[src/rtl/plm_response_router.sv]
// PLM return path: delays each kernel's grant tag by the PLM read latency, captures
// the read word, and steers it (or a write ack) into a per-consumer FWFT response FIFO.

module plm_resp_fifo #(
  parameter int W     = 8,
  parameter int DEPTH = 2
) (
  input  logic         clk,
  input  logic         reset,
  input  logic         i_push,
  input  logic         i_push_wr,
  input  logic [W-1:0] i_push_data,
  input  logic         i_ready,
  output logic         o_valid,
  output logic         o_wr,
  output logic [W-1:0] o_data,
  output logic         o_overflow
);
  localparam int PW   = (DEPTH > 1) ? $clog2(DEPTH) : 1;
  localparam int CNTW = $clog2(DEPTH + 1);

  logic [W:0]      r_mem [DEPTH];
  logic [PW-1:0]   r_rd, r_wr;
  logic [CNTW-1:0] r_cnt;
  logic            r_ovf;
  logic            w_valid, w_pop, w_full, w_acc;

  function automatic logic [PW-1:0] f_inc(input logic [PW-1:0] p);
    return (p == PW'(DEPTH - 1)) ? '0 : p + PW'(1);
  endfunction

  assign w_valid = (r_cnt != '0);
  assign w_pop   = w_valid & i_ready;
  assign w_full  = (r_cnt == CNTW'(DEPTH));
  // A full FIFO still accepts a push when its head leaves in the same cycle.
  assign w_acc   = i_push & (~w_full | w_pop);

  always_ff @(posedge clk or posedge reset) begin
    if (reset) begin
      for (int i = 0; i < DEPTH; i++) r_mem[i] <= '0;
      r_rd  <= '0;
      r_wr  <= '0;
      r_cnt <= '0;
      r_ovf <= 1'b0;
    end else begin
      if (w_acc) begin
        r_mem[r_wr] <= {i_push_wr, i_push_data};
        r_wr        <= f_inc(r_wr);
      end
      if (w_pop) r_rd <= f_inc(r_rd);
      case ({w_acc, w_pop})
        2'b10:   r_cnt <= r_cnt + CNTW'(1);
        2'b01:   r_cnt <= r_cnt - CNTW'(1);
        default: r_cnt <= r_cnt;
      endcase
      if (i_push & ~w_acc) r_ovf <= 1'b1;
    end
  end

  assign o_valid    = w_valid;
  assign o_wr       = w_valid & r_mem[r_rd][W];
  assign o_data     = (w_valid & ~r_mem[r_rd][W]) ? r_mem[r_rd][W-1:0] : '0;
  assign o_overflow = r_ovf;
endmodule

module plm_response_router #(
  parameter int VALUE_WIDTH = 8,
  parameter int NCONSUMERS  = 2,
  parameter int NBANKS      = 1,
  parameter int NPORTS      = 1,
  parameter int PLM_LATENCY = 1,
  parameter int RESP_DEPTH  = 2,
  localparam int NKERNELS   = NBANKS * NPORTS,
  localparam int CW         = (NCONSUMERS > 1) ? $clog2(NCONSUMERS) : 1
) (
  input  logic                                   clk,
  input  logic                                   reset,
  input  logic [NKERNELS-1:0]                    grant_valid,
  input  logic [NKERNELS-1:0]                    grant_wr,
  input  logic [NKERNELS-1:0][CW-1:0]            grant_consumer,
  input  logic [NKERNELS-1:0][VALUE_WIDTH-1:0]   plm_outputs,
  output logic [NCONSUMERS-1:0]                  resp_valid,
  output logic [NCONSUMERS-1:0][VALUE_WIDTH-1:0] resp_data,
  output logic [NCONSUMERS-1:0]                  resp_wr,
  input  logic [NCONSUMERS-1:0]                  resp_ready,
  output logic [NCONSUMERS-1:0]                  overflow,
  output logic                                   collision
);
  typedef struct packed {
    logic          vld;
    logic          wr;
    logic [CW-1:0] con;
  } tag_t;

  tag_t [PLM_LATENCY-1:0][NKERNELS-1:0] r_tag;
  tag_t [NKERNELS-1:0]                  w_in, w_out;
  logic [NCONSUMERS-1:0]                w_push, w_push_wr;
  logic [NCONSUMERS-1:0][VALUE_WIDTH-1:0] w_push_data;
  logic                                 w_coll;
  logic                                 r_collision;

  always_comb begin
    for (int k = 0; k < NKERNELS; k++)
      w_in[k] = '{vld: grant_valid[k], wr: grant_wr[k], con: grant_consumer[k]};
  end

  // Free-running tag delay line; stage PLM_LATENCY-1 lines up with plm_outputs.
  always_ff @(posedge clk or posedge reset) begin
    if (reset) begin
      r_tag <= '0;
    end else begin
      r_tag[0] <= w_in;
      for (int i = 1; i < PLM_LATENCY; i++) r_tag[i] <= r_tag[i-1];
    end
  end

  assign w_out = r_tag[PLM_LATENCY-1];

  // Lowest kernel wins a consumer; out-of-range consumer indices never match.
  always_comb begin
    w_push      = '0;
    w_push_wr   = '0;
    w_push_data = '0;
    w_coll      = 1'b0;
    for (int c = 0; c < NCONSUMERS; c++) begin
      for (int k = 0; k < NKERNELS; k++) begin
        if (w_out[k].vld && (w_out[k].con == CW'(c))) begin
          if (w_push[c]) begin
            w_coll = 1'b1;
          end else begin
            w_push[c]      = 1'b1;
            w_push_wr[c]   = w_out[k].wr;
            w_push_data[c] = w_out[k].wr ? '0 : plm_outputs[k];
          end
        end
      end
    end
  end

  always_ff @(posedge clk or posedge reset) begin
    if (reset) r_collision <= 1'b0;
    else if (w_coll) r_collision <= 1'b1;
  end

  assign collision = r_collision;

  for (genvar c = 0; c < NCONSUMERS; c++) begin : g_cons
    plm_resp_fifo #(.W(VALUE_WIDTH), .DEPTH(RESP_DEPTH)) u_fifo (
      .clk         (clk),
      .reset       (reset),
      .i_push      (w_push[c]),
      .i_push_wr   (w_push_wr[c]),
      .i_push_data (w_push_data[c]),
      .i_ready     (resp_ready[c]),
      .o_valid     (resp_valid[c]),
      .o_wr        (resp_wr[c]),
      .o_data      (resp_data[c]),
      .o_overflow  (overflow[c])
    );
  end
endmodule

[config.mk]
export PLATFORM = sky130hd
export DESIGN_NAME = plm_response_router
export DESIGN_NICKNAME = d
export VERILOG_FILES = /design/src/rtl/plm_response_router.sv
export SDC_FILE = /design/constraint.sdc
export NUM_CORES = 1
export LEC_CHECK = 0
export CORE_ASPECT_RATIO = 1.25
export CORE_MARGIN = 2
export CORE_UTILIZATION = 35
export DETAILED_ROUTE_END_ITERATION = 10
export PLACE_DENSITY = 0.54
export SYNTH_ARGS = -nofsm -noshare
export SYNTH_HDL_FRONTEND = slang
export SYNTH_SLANG_ARGS = --single-unit
[constraint.sdc]
create_clock -name clk -period 2.2 [get_ports clk]
set_input_delay 0.22 -clock clk [delete_from_list [all_inputs] [get_ports clk]]
set_output_delay 0.22 -clock clk [all_outputs]
set_load 0.1 [all_outputs]
==> out/metrics.cfg <==
[placed_design]
gp_congestion = 0.757
dp_hpwl_mm = 3.37
port_buffers = 36
preCtsSetupSlack_ns = 0.232
dp.cells = 293

[layout]
layout.nets = 230
antenna_cells = 0
stdcell_count = 299
area_delta_synth_final_pct = 29.2
drive_above_1_share_pct = 36.3

[logic_synthesis]
synth-seq-area-share_pct = 53.0
syn_nets = 195
synth_cells = 178
synth_area_per_cell_um2 = 13.0
ys_ff_latch = 49
yosys_warnings = 0
synthesis.area_um2 = 2310
synth_cell_types = 25

[sta]
hold_viol = 0
fmax_mhz = 538
clock_skew_ns = 0.00303
finalCritPeriodShare_pct = 84.5
fin_crit_ns = 1.86
slew_headroom_pct = 52.5
tightest_slew_ns = 0.708
whs_ns = 0.297
final.setup.worst_slack_ns = 0.342
rsz0062_at_grt = false
final-setup-viol-count = 0
report.final.slew_viol_count = 0

[global_route]
grt_pass1_wl_mm = 7.48
antenna_found_initial = 0
grt-ovfl-total = 0
grt_max_degree = 26
grt_pass1_vias = 1484
gr-usage-all-layers_pct = 13.2

[clock_tree]
cts_tree = yes
post_cts_buffers = 0
clk_pin_slew_ns = 0.08
cts_num_sinks = 49
clkLatencyLatePin_ns = 0.29
tritoncts.num_buffers = 5
cts_root_buf = clkbuf_8
cts.repair.resized = 0
cts_buffer_depth = 2
cts_hold_buf = 0
htree_levels = 2

[detailed_routing]
wl_per_cell_um = 15.0
vias_per_cell = 4.72
vias = 1412
drt_pass1_iterations = 3
wirelength_mm = 4.47
drt_iter0_drc = 38
antenna_left = 0
drc = 0

[floorplanning]
die_h_um = 94.9
core-area_um2 = 6480
start_util_pct = 35.7
die_area_um2 = 7280
fp-row-count = 33
die_w_um = 76.7
io_pins = 38

[worst_setup_path]
cp.buffers_inverters = 1
reg2reg_to = g_cons[0].u_fifo.r_cnt[1]
cp-end-kind = output port
r2r_start = g_cons[0].u_fifo.r_cnt[1]
cp-startpoint = g_cons[1].u_fifo.r_rd
slowest_stage = dfrtp_1
worstSetupEndpoint = resp_data[8]
cp.arrival_ns = 1.64
path_cells = mux2i_1 -> nand2_1 -> nor2_1 -> buf_12
r2r_slack_ns = 0.44
path_depth = 4
worstSetupStartpointType = register
ff2ff_path_depth = 6
required_ns = 1.98
crit_family = simple AND/OR/NAND/NOR gates
critPathMaxStageDelay_ns = 0.36
cp_max_fo = 8
critical_path_class = register to output port

[worst_hold_path]
hp-class = input port to async pin

[outcome]
status = finished clean

[flow_run]
cap_violations = 0

==> state kept, by name, indices dropped and copies added (netlist names) <==
signal,flops
g_cons.u_fifo.r_mem,36
g_cons.u_fifo.r_cnt,4
r_tag,3
g_cons.u_fifo.o_overflow,2
g_cons.u_fifo.r_rd,2
g_cons.u_fifo.r_wr,2
==> worst reg2reg max path, cell delays in order, from the launching register on <==
cell and delay (ns):
dfrtp_1 0.40, nor3b_2 0.18, or3b_2 0.48, ha_1 0.23
xnor2_1 0.13, nor2_1 0.11, xor2_1 0.15
==> cells in the final DEF, fill, tap and decap left out, drive strengths merged <==
cell type      count
mux2i             18
and2               2
inv                4
buf               27
or4b               1
clkbuf             5
clkinv             1
nand2              3
nor2              22
clkdlybuf4s50     14
conb               1
a31o               2
and4bb             1
or2                1
mux2              36
nor2b              8
nor3b              3
nor3               1
xnor2              6
or3b               1
ha                 2
xor2               4
dfrtp             49
==> synthesized netlist by cell type <==
master	instances	area (µm²)
dfrtp_1	49	1230
mux2_2	27	304
nor2_1	22	82.6
mux2i_1	18	180
mux2_4	9	135
nor2b_1	8	50.1
buf_4	7	52.6
xnor2_1	6	52.6
buf_2	4	20.0
inv_1	4	15.0
xor2_1	4	35.0
nand2_1	3	11.3
a31o_2	2	17.5
and2_1	2	12.5
ha_1	2	25.0
nor3b_1	2	15.0
and4bb_2	1	12.5
buf_6	1	11.3
clkbuf_1	1	3.75
conb_1	1	3.75
nor3_2	1	10.0
nor3b_2	1	12.5
or2_2	1	6.26
or3b_2	1	8.76
or4b_1	1	10.0
==> cell families after synthesis <==
logic type / Yosys count / synth area share, %
multiplexers: 54 / 26.8
flip-flops: 49 / 53.0
AND/OR/NAND/NOR: 43 / 10.0
buffers and inverters: 17 / 4.43
XOR/XNOR: 10 / 3.79
adder cells (fa/ha/maj): 2 / 1.08
AO/OA/AOI/OAI: 2 / 0.757
other: 1 / 0.162
==> worst min-delay path by stage <==
stage                                startpoint                           to  slack, ns
global route                              reset  g_cons[0].u_fifo.o_overflow       0.33
finish                                    reset  g_cons[0].u_fifo.o_overflow       0.30
CTS                                       reset  g_cons[0].u_fifo.o_overflow       0.31
floorplan                        grant_consumer                     r_tag[0]       0.25
detailed placement  g_cons[0].u_fifo.o_overflow  g_cons[0].u_fifo.o_overflow       0.47
global placement    g_cons[0].u_fifo.o_overflow  g_cons[0].u_fifo.o_overflow       0.47
==> layout make-up <==
cell class,instances,area [µm²]
multi-input cells,112,985
fillers,612,3490
flip-flops and latches,49,1230
clock buffers,5,68.8
inverters,4,15.0
clock inverters,1,5.00
repair buffers,41,581
well taps,87,109
==> stage by stage <==
stage	area [µm²]	setup TNS (ns)	utilization, %
6_report	2990	0	46.1
5_1_grt	2990	0	46.1
4_1_cts	2990	0	46.1
3_5_place_dp	2920	0	45.0
3_3_place_gp	2920	0	45.0
2_1_floorplan	2310	-4.27	-
==> layer usage <==
metal / vias to the layer above / share of wire, % / track usage [%]
met4: 0 / 1.3 / 4.55
li1: 658 / - / -
met1: 729 / 44 / 16.2
met5: - / 0 / 0
met2: 20 / 52 / 23.0
met3: 5 / 2.6 / 2.96
Power is not shown: default switching activity piles up to over one toggle a cycle in this logic, so the estimate is an artifact.
